**config.mk**
```make
export PLATFORM = sky130hd
export DESIGN_NAME = bg_scroll_scheduler
export DESIGN_NICKNAME = d
export VERILOG_FILES = /design/src/rtl/bg_scroll_scheduler_pkg.sv /design/src/rtl/bg_scroll_scheduler_step_timer.sv /design/src/rtl/bg_scroll_scheduler.sv
export SDC_FILE = /design/constraint.sdc
export NUM_CORES = 1
export LEC_CHECK = 0
export ABC_AREA = 1
export BUFFER_PORTS_ARGS = -buffer_cell sky130_fd_sc_hd__buf_4
export CAP_MARGIN = 40
export CORE_UTILIZATION = 35
export DETAILED_ROUTE_END_ITERATION = 6
export PLACE_DENSITY = 0.59
export SETUP_SLACK_MARGIN = 0.3
export SYNTH_ARGS = -nofsm -noshare
export SYNTH_HDL_FRONTEND = slang
export SYNTH_HIERARCHICAL = 1
export SYNTH_SLANG_ARGS = --single-unit
```
**constraint.sdc**
```tcl
create_clock -name clk -period 3.8 [get_ports clk]
set_input_delay 0.38 -clock clk [delete_from_list [all_inputs] [get_ports clk]]
set_output_delay 0.38 -clock clk [all_outputs]
set_load 0.05 [all_outputs]
```
**src/rtl/bg_scroll_scheduler_pkg.sv**
```systemverilog
// Shared types and constants for the background scroll scheduler.
// No logic here, so there is no latency and no backpressure.
package bg_pkg;

    typedef enum logic [1:0] {
        SCROLL   = 2'd0,
        FADE_OUT = 2'd1,
        FADE_IN  = 2'd2
    } bg_state_t;

    localparam logic [2:0] BRIGHT_MAX    = 3'd7;
    localparam int         TILE_BITS_DEF = 5;

    typedef logic [1:0] lvl_id_t;

endpackage

```
**src/rtl/bg_scroll_scheduler_step_timer.sv**
```systemverilog
// Counts frame pulses modulo STEP_FRAMES; step fires on the last pulse of each group.
// step is combinational from the sof input; there is no backpressure, and clr wins over sof.
module bg_step_timer #(
    parameter int STEP_FRAMES = 2
) (
    input  logic clk,
    input  logic reset,
    input  logic clr,
    input  logic sof,
    output logic step
);

    localparam int             CW   = (STEP_FRAMES > 1) ? $clog2(STEP_FRAMES) : 1;
    localparam logic [CW-1:0]  LAST = CW'(STEP_FRAMES - 1);

    logic [CW-1:0] cnt;

    assign step = sof && (cnt == LAST);

    always_ff @(posedge clk) begin
        if (reset || clr) begin
            cnt <= '0;
        end else if (sof) begin
            cnt <= step ? '0 : cnt + CW'(1);
        end
    end

endmodule

```
**src/rtl/bg_scroll_scheduler.sv**
```systemverilog
// Scroll offsets, tile addressing and the level-change fade sequencer for the background drawer.
// Tile addresses have 1 cycle of latency; level requests are held by the requester until lvl_ack.
module bg_scroll_scheduler
    import bg_pkg::*;
#(
    parameter int TILE_BITS   = TILE_BITS_DEF,
    parameter int STEP_FRAMES = 2
) (
    input  logic                 clk,
    input  logic                 reset,
    input  logic                 startOfFrame,
    input  logic [10:0]          pixelX,
    input  logic [10:0]          pixelY,
    input  logic                 scroll_en,
    input  logic [1:0]           speedX,
    input  logic [1:0]           speedY,
    input  logic                 lvl_req,
    input  logic [1:0]           lvl_id,
    output logic                 lvl_ack,
    output logic [TILE_BITS-1:0] tileX,
    output logic [TILE_BITS-1:0] tileY,
    output logic [1:0]           tile_sel,
    output logic [2:0]           brightness,
    output logic                 busy
);

    bg_state_t            state;
    logic [TILE_BITS-1:0] offX;
    logic [TILE_BITS-1:0] offY;
    lvl_id_t              pending_id;
    logic                 step;
    logic                 enter;
    logic                 accept;
    logic                 fade_acc;

    // The ack cycle is excluded so a request still high in that cycle is not accepted twice.
    assign accept   = (state == SCROLL) && lvl_req && !lvl_ack;
    assign fade_acc = accept && (lvl_id != tile_sel);
    assign busy     = (state != SCROLL);

    always_comb begin
        enter = 1'b0;
        case (state)
            SCROLL:   enter = fade_acc;
            FADE_OUT: enter = step && (brightness == 3'd0);
            FADE_IN:  enter = step && (brightness == BRIGHT_MAX);
            default:  enter = 1'b0;
        endcase
    end

    // Clearing on the transition edge means a frame pulse coincident with acceptance is not counted.
    bg_step_timer #(
        .STEP_FRAMES (STEP_FRAMES)
    ) u_step_timer (
        .clk   (clk),
        .reset (reset),
        .clr   (enter),
        .sof   (startOfFrame),
        .step  (step)
    );

    always_ff @(posedge clk) begin
        if (reset) begin
            state      <= SCROLL;
            offX       <= '0;
            offY       <= '0;
            pending_id <= '0;
            tile_sel   <= '0;
            brightness <= BRIGHT_MAX;
            tileX      <= '0;
            tileY      <= '0;
            lvl_ack    <= 1'b0;
        end else begin
            lvl_ack <= accept;

            if (startOfFrame && scroll_en) begin
                offX <= offX + TILE_BITS'(speedX);
                offY <= offY + TILE_BITS'(speedY);
            end

            tileX <= pixelX[TILE_BITS-1:0] + offX;
            tileY <= pixelY[TILE_BITS-1:0] + offY;

            case (state)
                SCROLL: begin
                    if (fade_acc) begin
                        pending_id <= lvl_id;
                        state      <= FADE_OUT;
                    end
                end
                FADE_OUT: begin
                    if (step) begin
                        if (brightness != 3'd0) begin
                            brightness <= brightness - 3'd1;
                        end else begin
                            tile_sel <= pending_id;
                            state    <= FADE_IN;
                        end
                    end
                end
                FADE_IN: begin
                    if (step) begin
                        if (brightness != BRIGHT_MAX) begin
                            brightness <= brightness + 3'd1;
                        end else begin
                            state <= SCROLL;
                        end
                    end
                end
                default: state <= SCROLL;
            endcase
        end
    end

endmodule
```
==> reports/metrics.cfg, run 1 <==
[run_status]
outcome = completed

[cts]
hold_buffers = 0
path_clk_slew_ns = 0.06
post_cts.repair.setup_buffers = 0
root_buffer = clkbuf_8
ctsHtreeMaxLevel = 2
clock_latency_ns = 0.28
cts_sinks = 31
cts_buffers = 5
cts_buffer_depth = 2
cts_tree = done
cts_resized = 0

[global_routing]
grt.total_usage = 0.130
grt_pass1_vias = 1291
grt_pass1_wl_um = 5180
grt_overflow_total = 0
antenna_found_initial = 0
grt_max_degree = 24

[setup_path]
crit_fanout = 4
cpMaxStageDelayCell = dfxtp_1
critPathKind = flop to output pin
path_common_cell = inv_1
startpoint_type = flop
path_cells = inv_1, ha_1, inv_1, buf_4
required_ns = 3.42
max_stage_delay_ns = 0.39
worstPathArrival_ns = 1.28
end_kind = output pin

[pwr]
clockPowerShare = 0.304
internal_power_w = 0.000704
sequentialPowerShare = 0.353
ir_drop_uv = 315
p_sw_w = 0.000388
p_sw_frac = 0.355
combPwrFrac = 0.343
p_per_area_nw_per_um2 = 502
power_w = 0.00109
power.leakage_nw = 1.05

[drt]
drc = 0
drt_iter0_markers = 33
ant_nets = 0
wl_per_cell_um = 9.37
wl_um = 3070
post_drt_via_cell_ratio = 4.38
dr.pass1.iters = 4
vias = 1437

[logic_synthesis]
syn_inst = 219
synth_top_area_share = 0.363
ys_types = 27
ys_top_cells_by_area = dfxtp_1 36%, ha_1 12%, inv_1 7.5%
ys_seq_area_frac = 0.363
ys_warn_count = 6
yosysMostFrequentCell = inv_1
yosys.area.top_type = dfxtp_1
syn_nets = 274
async_flop_share = 0
synth_ff_type = dfxtp_1
syn_area_per_cell_um2 = 7.82
synth_edf_count = 0
ys_seq_elements = 31
synthesis.area_um2 = 1710
synth_common_cells = 34 x inv_1, 31 x dfxtp_1, 29 x nor2_1

[timing]
fmax_ghz = 0.603
fin_tns_setup_ns = 0
skew_ns = 0.00505
period_share = 0.437
min_period_ns = 1.66
rsz0062_at_grt = no
worst_slew_pin_slew_ns = 0.670
final-setup-viol-count = 0
hold_violations = 0
slew_violations = 0
relSlewSlack = 0.553

[placed_design]
port_buffers = 37
hpwl_um = 2410
dp.cells = 320
gp_congestion = 0.775

[finish]
final_nets = 315
antennaDiodeCount = 0
area_growth_pct = 27.1
instances_no_fill = 328
drive_above_1_share = 0.215
fin_util = 0.461

[floorplanning]
rows = 25
core_area_um2 = 4720
die_area_um2 = 5170
num_io_pins = 50
initial_utilization = 0.362
die_y_um = 71.9
die_w_um = 71.9

[worst_hold_path]
hp-class = input port to flop

[job]
maxCapViolations = 0

==> logic make-up (layout without fill, tap and decap cells) <==
family / after synthesis / count (layout) / synth area share
simple gates: 76 / 76 / 0.199
flops: 31 / 31 / 0.363
buf+inv: 40 / 82 / 0.0899
compound gates: 46 / 46 / 0.145
xor+xnor: 4 / 4 / 0.0205
fa+ha+maj: 22 / 22 / 0.183
==> placed cells by master, fill, tap and decap left out, types with 2 or more instances in the layout <==
cell type  count
o21bai_1       2
nand3_1        9
nor2_4         3
a21o_1         2
o21ai_0       16
nor2_2         2
clkbuf_8       6
inv_2          2
a21oi_1       22
ha_1          17
buf_4         37
fa_1           5
xnor2_1        3
dfxtp_1       31
nand2_1       28
inv_1         34
nor2_1        29
==> flip-flops by register name, summed over array words and instances, names as in the netlist <==
signal	cells
brightness	3
lvl_ack	1
offX	5
offY	5
pending_id	2
state	2
tileX	5
tileY	5
tile_sel	2
u_step_timer/cnt	1
==> layout make-up <==
cell class              count  area [um2]
multi-input cells         148         937
fillers                   501        2550
flip-flops and latches     31         621
clock inverters             2        35.0
well taps                  67        83.8
inverters                  37         139
repair buffers             37         278
clock buffers               6        82.6
==> worst paths after layout <==
kind         startpoint             to  slack, ns  cells past startpoint
min reg2reg     offX[4]        offX[4]       0.47                      1
max reg2reg    state[0]  brightness[2]       2.21                      7
min               reset       tileX[1]       0.35                      2
max            state[0]           busy       2.14                      4
==> per-stage QoR <==
stage	instance area (um2)	hold WS (ns)	worst slack, ns
final	2180	0.346	2.14
after global routing	2180	0.353	2.02
after CTS	2180	0.339	2.12
after global placement	2060	0.459	2.14
after floorplan	1710	0.443	2.22
after detailed placement	2060	0.467	2.13
==> routing by layer <==
layer | vias up | part of all wire | global-route usage | routed length [um]
met1 | 623 | 0.49 | 0.148 | 1500
met2 | 30 | 0.45 | 0.224 | 1370
met3 | 7 | 0.047 | 0.0403 | 143
met5 | - | 0 | 0 | 0
met4 | 0 | 0.019 | 0.0588 | 58
li1 | 777 | - | - | -
==> power by group through the flow <==
stage | registers [W] | logic, W | clock network [W]
final | 0.000386 | 0.000374 | 0.000332
after global routing | 0.000391 | 0.000424 | 0.000356
after CTS | 0.000386 | 0.000379 | 0.000346
after detailed placement | 0.000393 | 0.000377 | 0
after global placement | 0.000393 | 0.000375 | 0
after floorplan | 0.000437 | 0.000240 | 0
==> worst max-delay path: cells and delay by family (launching register included) <==
family | cells | cell delay [ns]
adders and majority gates | 1 | 0.21
buffers and inverters | 3 | 0.41
DFF | 1 | 0.39
Power figures use the tool's default switching activity.
==> run 2, diff against run 1 <==
Clock period 3.8 ns to 1.73 ns, I/O delays scaled along.
==> run 2 against run 1 <==
  * Global-route usage up 2.0 points
  * First-iteration DRC count rose by 39%
  * Flip-flop and latch count stayed put
  * Non-clock buffer count grew 6
  * Routed wire length is 10% higher
  * Clock skew rose by 0.0043 ns
  * Critical path depth up 3
  * Setup slack got worse by 1.8 ns
  * Core utilization up 3.5 points
  * Critical endpoint is now tileX[4]
  * Die area did not move
  * Sequential power grew 130%
  * Worst hold slack got worse by 0.21 ns
==> reports/metrics.cfg, run 2 (synthesis gave the netlist of run 1 again) <==
[setup_path]
path_buf_inv = 1  ; -2
path_depth = 7  ; +3
cpMaxStageDelayCell = dfxtp_4
worstPathArrival_ns = 1.59  ; +0.31 ns
max_stage_delay_ns = 0.37  ; -0.02 ns
startpoint_type = flop
cpLargestDelayFamily = adder cells
critPathKind = flop to flop
r2r_cells = 7  ; unchanged
worstReg2RegStart = offX[0]
path_cells = ha_1, inv_1, fa_2, o21bai_1, a21oi_1, nor2_1, nor2_1
startpoint = offX[0]
required_ns = 1.91  ; -1.51 ns
r2r_setup_slack_ns = 0.32  ; -1.89 ns
r2r_end = tileX[4]
end_kind = flop
crit_fanout = 3  ; -1
path_common_cell = nor2_1

[job]
maxCapViolations = 0  ; unchanged

[global_routing]
grt_overflow_total = 0  ; unchanged
grt.total_usage = 0.150  ; +0.0199
antenna_found_initial = 0  ; unchanged
grt_pass1_wl_um = 6080  ; +17%
grt_max_degree = 13  ; -46%
grt_pass1_vias = 1459  ; +13%

[timing]
period_share = 0.812
skew_ns = 0.00933  ; +0.00428 ns
rsz0062_at_grt = yes
worst_slew_pin_slew_ns = 0.281  ; -0.389 ns
min_period_ns = 1.41
fmax_ghz = 0.712
slew_violations = 0  ; unchanged
relSlewSlack = 0.812  ; +0.259
post-route-worst-setup-slack_ns = 0.325  ; -1.82 ns
holdWs_ns = 0.137  ; -0.210 ns
hold_violations = 0  ; unchanged
fin_tns_setup_ns = 0  ; unchanged
final-setup-viol-count = 0  ; unchanged

[worst_hold_path]
min_to = u_step_timer/cnt
hold_path_depth = 3  ; +1
hp-class = input port to flop
hp-start = startOfFrame

[placed_design]
port_buffers = 37  ; unchanged
gp_congestion = 0.810  ; +4.5%
pre_cts_slack_ns = 0.180  ; -1.95 ns
hpwl_um = 2440  ; +1.2%
dp.cells = 322  ; +0.63%

[finish]
mostFrequentLayoutCell = buf_4
fin_util = 0.496  ; +0.0355
final_cell_mix = 43 x buf_4, 27 x inv_1, 27 x nor2_1
drive_above_1_share = 0.356  ; +0.141
area_growth_pct = 36.9
instances_no_fill = 334  ; +1.8%
final_nets = 321  ; +1.9%
antennaDiodeCount = 0  ; unchanged
fill_cells = 479  ; -4.4%

[cts]
ctsHtreeMaxLevel = 2  ; unchanged
hold_buffers = 0  ; unchanged
clock_latency_ns = 0.28  ; about the same
cts_buffer_depth = 2  ; unchanged
cts_buffers = 5  ; unchanged
path_clk_slew_ns = 0.07  ; about the same
cts_sinks = 31  ; unchanged
root_buffer = clkbuf_8
cts_tree = done

[floorplanning]
die_area_um2 = 5170  ; unchanged
die_y_um = 71.9  ; unchanged
initial_utilization = 0.362  ; unchanged
num_io_pins = 50  ; unchanged
core_area_um2 = 4720  ; unchanged
rows = 25  ; unchanged
die_w_um = 71.9  ; unchanged

[drt]
ant_nets = 0  ; unchanged
post_drt_via_cell_ratio = 4.47  ; +2.0%
wl_per_cell_um = 10.1  ; +8.2%
vias = 1493  ; +3.9%
drc = 0  ; unchanged
wl_um = 3380  ; +10%
drt_iter0_markers = 46  ; +39%
dr.pass1.iters = 4  ; unchanged

[pwr]
sequentialPowerShare = 0.354  ; about the same
ir_drop_uv = 740  ; +140%
p_sw_frac = 0.379  ; +0.0236
clockPowerShare = 0.255  ; -0.049
combPwrFrac = 0.391  ; +0.048
power.leakage_nw = 1.07  ; +1.3%
p_per_area_nw_per_um2 = 1070  ; +110%
internal_power_w = 0.00155  ; +120%
p_sw_w = 0.000945  ; +140%

[run_status]
outcome = completed

==> run 2: cell count changes in the layout (fill, tap and decap cells not counted), sizes merged <==
cell,change
buf,+6
clkbuf,+2
bufinv,-1
clkinv,-1
clkinvlp,+1
inv,-1
==> run 2: worst reg2reg max path, stage by stage (launching register included) <==
cell and delay (ns):
dfxtp_4 0.37, ha_1 0.15, inv_1 0.05, fa_2 0.35, o21bai_1 0.14, a21oi_1 0.10, nor2_1 0.09, nor2_1 0.05
==> run 2: area by class of cell <==
class	instances	area (um2)	share of cell area
clock buffer	8	100	0.0427
multi-input combinational	148	1050	0.447
timing repair buffer	43	323	0.138
inverter	37	150	0.0641
sequential	31	639	0.273
tap	67	83.8	0.0358
==> run 2: through the flow <==
step | power (W) | area [um2]
5_1_grt | 0.00270 | 2340
3_3_place_gp | 0.00175 | 2100
3_5_place_dp | 0.00176 | 2100
4_1_cts | 0.00244 | 2270
6_report | 0.00250 | 2340
2_1_floorplan | 0.00154 | 1740
==> run 2: metal layers <==
metal | wire length, um | part of all wire | track usage | vias to the layer above
li1 | - | - | - | 790
met1 | 1660 | 0.49 | 0.191 | 668
met5 | 0 | 0 | 0 | -
met4 | 38 | 0.011 | 0.0588 | 0
met3 | 125 | 0.037 | 0.0306 | 5
met2 | 1560 | 0.46 | 0.251 | 30
==> run 2: power by group through the flow <==
stage               combinational [W]  clock (W)  sequential, W
floorplan                    0.000572          0       0.000970
finish                       0.000976   0.000637       0.000883
global route                  0.00111   0.000690       0.000897
CTS                          0.000913   0.000666       0.000864
global placement             0.000874          0       0.000875
detailed placement           0.000883          0       0.000874
==> run 2: how the worst max path moves through the flow <==
stage	slack (ns)	to
6_report	0.32	tileX[4]
5_1_grt	0.21	tileX[4]
4_1_cts	0.26	brightness[2]
3_5_place_dp	0.18	offY[4]
3_3_place_gp	0.20	brightness[2]
2_1_floorplan	0.27	state[1]
==> run 2: what timing repair did <==
item,CTS,global route
buffers inserted,3,1
resized for setup,16,23
endpoints found under the setup margin,6,12
pin swaps,3,9
==> run 3, diff against run 2 <==
Settings changed: PLACE_DENSITY 0.59 to 0.61.
Clock period 1.73 ns to 1.2 ns, I/O delays scaled along.
==> run 3 against run 2 <==
  * The run now ends with negative setup slack left
  * Critical path depth increased by 3
  * Global-route usage up 2.0 points
  * Power increased by 78%
  * Worst hold slack got worse by 0.045 ns
  * Routed wire length increased by 17%
  * Non-clock buffer count up 29
  * Sequential power is 44% higher
  * Design area is 25% higher
  * Critical path type unchanged
==> reports/metrics.cfg, run 3 (synthesis gave the netlist of run 1 again) <==
[drt]
route.met3.wl_um = 142  ; +14%
met1_length_um = 1720  ; +3.6%
dr_wl_met2_um = 2020  ; +29%
drc = 0  ; unchanged
highest_layer = met4
vias = 1643  ; +10%
post_drt_via_cell_ratio = 4.53  ; +1.3%
dr.pass1.iters = 5  ; +1
wl_um = 3950  ; +17%
drt_iter0_markers = 23  ; -50%
ant_nets = 0  ; unchanged
wl_per_cell_um = 10.9  ; +7.3%

[global_routing]
antenna_found_initial = 0  ; unchanged
grt_max_degree = 12  ; -1
grt_pass1_wl_um = 6690  ; +10%
grt.total_usage = 0.170  ; +0.0200
grt_overflow_total = 0  ; unchanged
grt_pass1_vias = 1605  ; +10%

[floorplanning]
num_io_pins = 50  ; unchanged
die_area_um2 = 5170  ; unchanged
die_y_um = 71.9  ; unchanged
core_area_um2 = 4720  ; unchanged
initial_utilization = 0.362  ; unchanged
die_w_um = 71.9  ; unchanged
rows = 25  ; unchanged

[pwr]
ir_drop_uv = 1620  ; +120%
sequentialPowerShare = 0.285  ; -0.069
p_per_area_nw_per_um2 = 1510  ; +42%
combPwrFrac = 0.511  ; +0.120
p_sw_frac = 0.370  ; -0.00903
clockPowerShare = 0.204  ; -0.051
power.leakage_nw = 1.29  ; +21%
internal_power_w = 0.00280  ; +81%
power_w = 0.00445  ; +78%
p_sw_w = 0.00164  ; +74%

[finish]
final_cell_mix = 42 x buf_4, 26 x nor2_1, 24 x nand2_1
area_growth_pct = 71.5
instances_no_fill = 363  ; +8.7%
drive_above_1_share = 0.571  ; +0.215
final_nets = 350  ; +9.0%
fin_area_um2 = 2940  ; +25%
antennaDiodeCount = 0  ; unchanged
mostFrequentLayoutCell = buf_4

[setup_path]
max_stage_delay_ns = 0.33  ; -0.04 ns
end_kind = flop
worstReg2RegStart = state[0]
startpoint_type = flop
cpMaxStageDelayCell = dfxtp_2
path_cells = inv_2, buf_6, ha_4, clkinvlp_4, nor3_2, nand2_2, nand2_4, nand3_2, nand2_1, nor2_1
required_ns = 1.37  ; -0.54 ns
crit_fanout = 5  ; +2
critPathKind = flop to flop
worstPathArrival_ns = 1.59  ; about the same
startpoint = state[0]

[cts]
cts_buffers = 5  ; unchanged
cts_buffer_depth = 2  ; unchanged
ctsHtreeMaxLevel = 2  ; unchanged
cts_tree = done
cts_sinks = 31  ; unchanged
path_clk_slew_ns = 0.07  ; about the same
clock_latency_ns = 0.28  ; about the same
root_buffer = clkbuf_8

[timing]
skew_ns = 0.00399  ; -0.00534 ns
hold_violations = 0  ; unchanged
final-setup-viol-count = 21  ; +21
post-route-worst-setup-slack_ns = -0.223  ; -0.548 ns
slew_violations = 0  ; unchanged
min_period_ns = 1.42  ; +0.0180 ns
period_share = 1.19  ; +0.374
fmax_ghz = 0.703  ; -1.3%
rsz0062_at_grt = yes
relSlewSlack = 0.809  ; -0.00311
worst_slew_pin_slew_ns = 0.285  ; +0.00464 ns
holdWs_ns = 0.0920  ; -0.0446 ns

[job]
maxCapViolations = 0  ; unchanged

[placed_design]
place_area_um2 = 2420  ; +15%
dp.cells = 344  ; +6.8%
port_buffers = 37  ; unchanged
gp_congestion = 0.822  ; +1.5%
hpwl_um = 2790  ; +14%

[worst_hold_path]
hp-start = startOfFrame
hp-class = input port to flop

[run_status]
violations = negative setup slack
outcome = complete, but fails checks

-- run 3: cell type report --
| type | instances | area (um2) |
|---|---|---|
| fill | 434 | 1790 |
| timing repair buffer | 72 | 696 |
| inverter | 37 | 150 |
| sequential | 31 | 662 |
| tap | 67 | 83.8 |
| clock buffer | 8 | 100 |
| multi-input combinational | 148 | 1240 |
-- run 3: stage by stage --
stage / setup WS [ns] / utilization / TNS [ns]
5_1_grt: -0.305 / 0.621 / -4.28
4_1_cts: -0.210 / 0.590 / -2.42
2_1_floorplan: -0.256 / - / -2.33
6_report: -0.223 / 0.621 / -2.58
3_5_place_dp: -0.246 / 0.513 / -2.60
3_3_place_gp: -0.206 / 0.513 / -2.16
-- run 3: worst max-delay path, delay by kind of cell (launching register included) --
family	cells	cell delay, ns
flops	1	0.33
buf+inv	3	0.27
fa+ha+maj	1	0.13
simple gates	6	0.57
-- run 3: final timing paths --
path	slack (ns)	to	depth (start not counted)
worst max-delay path	-0.22	state[0]	10
worst max register to register	-0.22	state[0]	10
worst min register to register	0.48	lvl_ack	1
worst min-delay path	0.09	u_step_timer/cnt	3
-- run 3: power by group through the flow --
stage | clock (W) | combinational, W | sequential (W)
after CTS | 0.000948 | 0.00199 | 0.00125
after global routing | 0.000987 | 0.00244 | 0.00128
after global placement | 0 | 0.00160 | 0.00124
final | 0.000908 | 0.00227 | 0.00127
after floorplan | 0 | 0.000854 | 0.00141
after detailed placement | 0 | 0.00161 | 0.00124
-- run 3: per-layer routing --
layer,track usage,up-vias
met5,0,-
met4,0.0741,0
met3,0.0375,7
met2,0.299,30
met1,0.199,749
li1,-,857
-- run 3: what timing repair did --
item | CTS | global route
hold buffers | 0 | 0
endpoints found under the setup margin | 44 | 45
gates resized for setup | 67 | 32
buffers inserted | 6 | 5
pin swaps | 24 | 13
hold endpoints to repair | 0 | 0
